==> config.mk <==
export PLATFORM = sky130hd
export DESIGN_NAME = zero_flag_pipe
export DESIGN_NICKNAME = d
export VERILOG_FILES = /design/src/rtl/zero_flag_pkg.sv /design/src/rtl/or_tree_stage.sv /design/src/rtl/zero_flag_pipe.sv
export SDC_FILE = /design/constraint.sdc
export NUM_CORES = 1
export LEC_CHECK = 0
export CAP_MARGIN = 20
export CORE_MARGIN = 2
export CORE_UTILIZATION = 42
export CTS_CLUSTER_SIZE = 14
export DETAILED_ROUTE_END_ITERATION = 8
export PLACE_DENSITY = 0.8
export SLEW_MARGIN = 5
export SYNTH_ARGS = -nofsm -noshare
export SYNTH_HDL_FRONTEND = slang
export SYNTH_SLANG_ARGS = --single-unit
==> constraint.sdc <==
create_clock -name clk -period 1.4 [get_ports clk]
set_input_delay 0.42 -clock clk [delete_from_list [all_inputs] [get_ports clk]]
set_output_delay 0.42 -clock clk [all_outputs]
set_load 0.02 [all_outputs]
==> src/rtl/zero_flag_pkg.sv <==
// Shared types and elaboration-time helpers for the pipelined zero-detect / NZCV flag unit.
package zero_flag_pkg;

    localparam int unsigned FLAG_N = 3;
    localparam int unsigned FLAG_Z = 2;
    localparam int unsigned FLAG_C = 1;
    localparam int unsigned FLAG_V = 0;

    typedef logic [3:0] flags_t;

    // Per-operation sideband that rides alongside the OR tree.
    typedef struct packed {
        logic neg;
        logic carry;
        logic ovf;
        logic set_flags;
    } side_t;

    // Smallest L such that base**L >= value.
    function automatic int unsigned clog_base(input int unsigned value, input int unsigned base);
        int unsigned      levels;
        longint unsigned  span;
        levels = 0;
        span   = 1;
        while (span < 64'(value)) begin
            span   = span * 64'(base);
            levels = levels + 1;
        end
        return levels;
    endfunction

    // Number of nodes feeding tree level 'level' (level 0 is the raw input width).
    function automatic int unsigned node_count(input int unsigned width,
                                               input int unsigned fanin,
                                               input int unsigned level);
        int unsigned n;
        n = width;
        for (int unsigned l = 0; l < level; l++) begin
            n = (n + fanin - 1) / fanin;
        end
        return n;
    endfunction

endpackage

==> src/rtl/or_tree_stage.sv <==
// One registered OR-reduction level of the zero-detect tree, carrying valid and sideband.
module or_tree_stage
    import zero_flag_pkg::*;
#(
    parameter int unsigned IN_W       = 4,
    parameter int unsigned FANIN      = 4,
    parameter bit          INVERT_OUT = 1'b0
) (
    input  logic                              clk,
    input  logic                              reset,
    input  logic                              stall,
    input  logic                              flush,
    input  logic                              in_valid,
    input  logic [IN_W-1:0]                   in_data,
    input  side_t                             in_side,
    output logic                              out_valid,
    output logic [(IN_W+FANIN-1)/FANIN-1:0]   out_data,
    output side_t                             out_side
);

    localparam int unsigned OUT_W = (IN_W + FANIN - 1) / FANIN;
    localparam int unsigned PAD_W = OUT_W * FANIN;

    logic [PAD_W-1:0] padded_c;
    logic [OUT_W-1:0] node_c;

    // Missing bits of the last group are zero, so they never mask a set bit.
    assign padded_c = PAD_W'(in_data);

    for (genvar n = 0; n < OUT_W; n++) begin : g_node
        assign node_c[n] = |padded_c[n*FANIN +: FANIN];
    end

    // Flush beats stall; data may take whatever is on the input while flushing.
    always_ff @(posedge clk or negedge reset) begin
        if (!reset) begin
            out_valid <= 1'b0;
            out_data  <= '0;
            out_side  <= '0;
        end else if (flush || !stall) begin
            out_valid <= in_valid & ~flush;
            out_data  <= INVERT_OUT ? ~node_c : node_c;
            out_side  <= in_side;
        end
    end

endmodule

==> src/rtl/zero_flag_pipe.sv <==
// Pipelined zero/negative detect with NZCV flag register, for the execute/memory boundary.
module zero_flag_pipe
    import zero_flag_pkg::*;
#(
    parameter int unsigned WIDTH = 64,
    parameter int unsigned FANIN = 4
) (
    input  logic             clk,
    input  logic             reset,
    input  logic             stall,
    input  logic             flush,
    input  logic             in_valid,
    input  logic [WIDTH-1:0] in_data,
    input  logic             in_carry,
    input  logic             in_ovf,
    input  logic             in_set_flags,
    output logic             out_valid,
    output logic             out_zero,
    output logic             out_neg,
    output flags_t           flags
);

    localparam int unsigned LEVELS = clog_base(WIDTH, FANIN);
    localparam int unsigned LAST   = LEVELS - 1;

    side_t  in_side_c;
    side_t  last_side_c;
    flags_t flags_next_c;

    assign in_side_c = '{neg:       in_data[WIDTH-1],
                         carry:     in_carry,
                         ovf:       in_ovf,
                         set_flags: in_set_flags};

    for (genvar i = 0; i < LEVELS; i++) begin : g_level
        localparam int unsigned IN_W  = node_count(WIDTH, FANIN, i);
        localparam int unsigned OUT_W = node_count(WIDTH, FANIN, i + 1);

        logic [IN_W-1:0]  d;
        logic             v;
        side_t            s;
        logic [OUT_W-1:0] q;
        logic             qv;
        side_t            qs;

        if (i == 0) begin : g_head
            assign d = in_data;
            assign v = in_valid;
            assign s = in_side_c;
        end else begin : g_tail
            assign d = g_level[i-1].q;
            assign v = g_level[i-1].qv;
            assign s = g_level[i-1].qs;
        end

        // Final level stores the NOR so out_zero is a flop output.
        or_tree_stage #(
            .IN_W       (IN_W),
            .FANIN      (FANIN),
            .INVERT_OUT (i == LEVELS - 1)
        ) u_stage (
            .clk       (clk),
            .reset     (reset),
            .stall     (stall),
            .flush     (flush),
            .in_valid  (v),
            .in_data   (d),
            .in_side   (s),
            .out_valid (qv),
            .out_data  (q),
            .out_side  (qs)
        );
    end

    assign out_valid   = g_level[LAST].qv;
    assign out_zero    = g_level[LAST].q[0];
    assign last_side_c = g_level[LAST].qs;
    assign out_neg     = last_side_c.neg;

    // Flags load only when the output entry actually retires this edge.
    always_comb begin
        flags_next_c = flags;
        if (out_valid && last_side_c.set_flags && !stall && !flush) begin
            flags_next_c[FLAG_N] = out_neg;
            flags_next_c[FLAG_Z] = out_zero;
            flags_next_c[FLAG_C] = last_side_c.carry;
            flags_next_c[FLAG_V] = last_side_c.ovf;
        end
    end

    always_ff @(posedge clk or negedge reset) begin
        if (!reset) begin
            flags <= '0;
        end else begin
            flags <= flags_next_c;
        end
    end

endmodule

## After elaboration in Yosys (flattened, before gate mapping)

Cells that the tools add are included.

- Bits in registers: 40
- Bits in latches: 0
- RAM bits: 0
- Bits in read-only memories: 0
- Bits of input ports: 72
- Output and inout port bits: 7
- Memories kept: 0

- $add $sub $neg: 0
- Multiply operators: 0
- Div/mod/pow operators: 0
- Magnitude comparators: 0
- Eq/ne operators: 0
- Shift operators: 0
- Multiplexer cells: 0
- Bitwise gates (word level): 5
- Reduce and logical (&&, ||, !) cells: 27

Operators by type and width:

| cell | number |
|---|---|
| 4-bit OR reduction | 21 |
| 1-bit AND | 3 |
| 1-bit logical AND | 3 |
| 1-bit zero test | 2 |
| 1-bit NOT | 2 |
| 1-bit logical OR | 1 |

## Longest topological paths before layout

- Depth after elaboration: 3
- Mapped depth: 5

## By module

Synthesis repeated with hierarchy kept, for this count alone.

- Cell total of the unflattened synthesis: 111
- Area total of the unflattened synthesis: 1771.7 um^2

Modules (own cells, without submodules):

| module | instances | cells each | area each (um^2) |
|---|---|---|---|
| or_tree_stage at g_level[0].u_stage | 1 | 62 | 965.9 |
| or_tree_stage at g_level[1].u_stage | 1 | 25 | 385.4 |
| or_tree_stage at g_level[2].u_stage | 1 | 15 | 259.0 |
| zero_flag_pipe | 1 | 9 | 161.4 |

## Worst setup path after synthesis

OpenSTA, ideal clock, no wires.

- Path kind: input port to flip-flop
- From: input port stall
- To: register flags[2]
- Arrival: 1.237 ns
- Data required time: 1.275 ns
- Slack: 0.038 ns
- Cell stages on the path: 3
- Path buffers: 1
- Cells stage by stage: buf_6 nor4bb_4 mux2_2

- Word-level cells in the longest chain between the ends: 3

Ends and longest elaborated chain:

| item | RTL line | source |
|---|---|---|
| from (decl) | zero_flag_pipe.sv:10 | `input logic stall,` |
| 1-bit zero test | zero_flag_pipe.sv:83 | `if (out_valid && last_side_c.set_flags && !stall && !flush) begin` |
| 1-bit logical AND (2 in series) | zero_flag_pipe.sv:83 |  |
| to (signal assigned) | zero_flag_pipe.sv:95 | `flags <= flags_next_c;` |
| to (decl) | zero_flag_pipe.sv:20 | `output flags_t flags` |

Every way passes these cells.
A chain may end at the register's enable or synchronous reset.

## Worst setup path in the final report

- From: input port in_data[0]
- To: register g_level[0].u_stage.out_data[0]

- Word-level cells in the longest chain between the ends: 1

Ends and longest elaborated chain:

| item | RTL line | source |
|---|---|---|
| from (decl) | zero_flag_pipe.sv:13 | `input logic [WIDTH-1:0] in_data,` |
| 4-bit OR reduction | or_tree_stage.sv:31 | `assign node_c[n] = \|padded_c[n*FANIN +: FANIN];` |
| to (signal assigned) | or_tree_stage.sv:42 | `out_data <= INVERT_OUT ? ~node_c : node_c;` |
| to (decl) | or_tree_stage.sv:17 | `output logic [(IN_W+FANIN-1)/FANIN-1:0] out_data,` |

Every way passes these cells.

==> results_dict.tcl <==
set metrics [dict create \
    status "finished, violations left" \
    tns_ps -0.887 \
    period_minus_slack_ps 1400 \
    clock.fmax_mhz 714 \
    remaining_drc_errors 0 \
    pre_cts_ws_ps -447 \
    worstMarginPinSlew_ps 364 \
    hold_path.class "in2async" \
    cellPowerDensity_nw_per_um2 870 \
    final_common_cell "dfrtp_1" \
    syn2layout_area_growth_pct 52.8 \
    synth_seq_area_share_pct 54.3 \
    num_rows 24 \
    critPathArrivalTime_ps 1580 \
    yosysWarnings 0 \
    setup_violations 1 \
    synth_cells 111 \
    dieArea_um2 4930 \
    post_drt_wl_per_cell_um 14.8 \
    cpPeakStageDelay_ps 490 \
    diodes 0 \
    slowest_stage "or4_1" \
    port_buffers 78 \
    gr-total-overflow 0 \
    fin_ws_ps -0.887 \
    antenna_found_initial 0 \
    netlist_area_um2 1840 \
    critPathTopFamily "simple AND/OR/NAND/NOR gates" \
    hold_viol 0 \
    cts_max_level 2 \
    hold_slack_ps 94.1 \
    vdd_drop_max_mv 0.435 \
    endpoint_kind "register" \
    hpwlAfterDp_um 2850 \
    total_leakage_power_uw 0.00132 \
    cts_buffers 5 \
    drv_slew 0 \
    worst-path-max-fanout 1 \
    start_util_pct 42.9 \
    skew_ps 5.82 \
    drt-initial-drc-count 65 \
    cts_setup_buffers 0 \
    period_share_pct 100 \
    grt_max_degree 41 \
    rsz0062_at_grt "false" \
    globalplace.congestion 0.733 \
    antenna_left 0 \
    start_kind "input pin" \
    place_inst 245 \
    slew_headroom_pct 75.7 \
    clk_latency_ps 280 \
    clockBufferDepth 2 \
    layoutNonFillerInstCount 254 \
    crit_chain "clkdlybuf4s50_1 -> or4_1 -> mux2_4" \
    grt_pass1_vias 1366 \
    cts_sinks 40 \
    final_cell_mix "dfrtp_1, clkdlybuf4s50_1, mux2_4" \
    cts_tree "yes" \
    root_buffer "clkbuf_8" \
    yosys.area.top_type "dfrtp_1" \
    num_vias 1252 \
    num_io_pins 79 \
    chipWidth_um 70.2 \
    fin_nets 273 \
    critPathKind "in2reg" \
    cp_data_required_time_ps 1580 \
    clkTransAtPathRegs_ps 70 \
    violations "setup timing" \
    total_power_uw 2450 \
    syn_avg_cell_area_um2 16.6 \
    synth-seq-cells 40 \
    die_y_um 70.2 \
    drv_cap 0 \
    drt-pass1-iter-count 2 \
    routed_wl_um 3760 \
    path_buf_inv 1 \
    fp.coreArea_um2 4290 \
    grt_usage_pct 16.3 \
    grt_pass1_wl_um 6270 \
    yosys-top-cells-area "dfrtp_1, mux2_4, or4_1" \
    drive_gt1_share_pct 29.7 \
    synth_top_area_share_pct 54.3 \
    via_per_inst 4.93 \
    syn_nets 183 \
    synthDistinctLibCells 12 \
]
## per-stage QoR
step	instance area (um^2)	util [%]
2_1_floorplan	1840	-
3_3_place_gp	2700	62.8
3_5_place_dp	2700	62.8
4_1_cts	2800	65.3
5_1_grt	2810	65.5
6_report	2810	65.5
## kinds of logic after synthesis
logic type             share of synthesized area (%)
and+or+nand+nor                                 10.8
muxes                                           30.4
DFF                                             54.3
buffers and inverters                           4.48
## final timing paths
| kind | cells past startpoint | from | end | slack [ps] |
|---|---|---|---|---|
| max | 3 | in_data[0] | g_level[0].u_stage.out_data[0] | -0.9 |
| min | 2 | reset | flags[3] | 90 |
| max reg2reg | 2 | g_level[0].u_stage.out_data[13] | g_level[1].u_stage.out_data[3] | 100 |
| min reg2reg | 1 | flags[1] | flags[1] | 500 |
| max in group asynchronous | 2 | reset | g_level[0].u_stage.out_side[2] | 1120 |
| min in group clk | 3 | in_data[31] | g_level[0].u_stage.out_data[7] | 460 |
## flip-flops by register name, indices dropped and copies added, names as in the netlist
register                   cells
flags                          4
g_level.u_stage.out_data      21
g_level.u_stage.out_side      12
g_level.u_stage.out_valid      3
## cell type report
type	count	area (um^2)
clock buffer	8	90.1
fill	318	1480
multi-input combinational	66	781
sequential	40	1000
tap	52	65.1
timing repair buffer	88	877
## synthesized netlist by cell type
library cell,count
mux2_1,3
buf_6,2
nand2b_1,1
dfrtp_1,40
buf_12,3
mux2i_1,3
mux2_4,30
or4_1,20
mux2_2,4
nor4_1,1
nor2_1,3
nor4bb_4,1
## timing repair
action	in CTS	in global routing
setup endpoints to repair	44	9
resized for setup	44	12
pin swaps	14	5
hold buffers	0	0
gates cloned	1	0
## power breakdown
group          total (uW)  switching (uW)  internal, uW
Clock                 768             366           402
Combinational         421             126           295
Sequential           1260            37.4          1220
## per-layer routing
layer	track usage [%]	vias to the layer above	wire, um
met5	0	-	0
met4	5.77	0	40
met3	4.33	5	240
met2	28.2	59	1950
met1	19.3	592	1530
li1	-	596	-
Power figures use the tool's default switching activity.
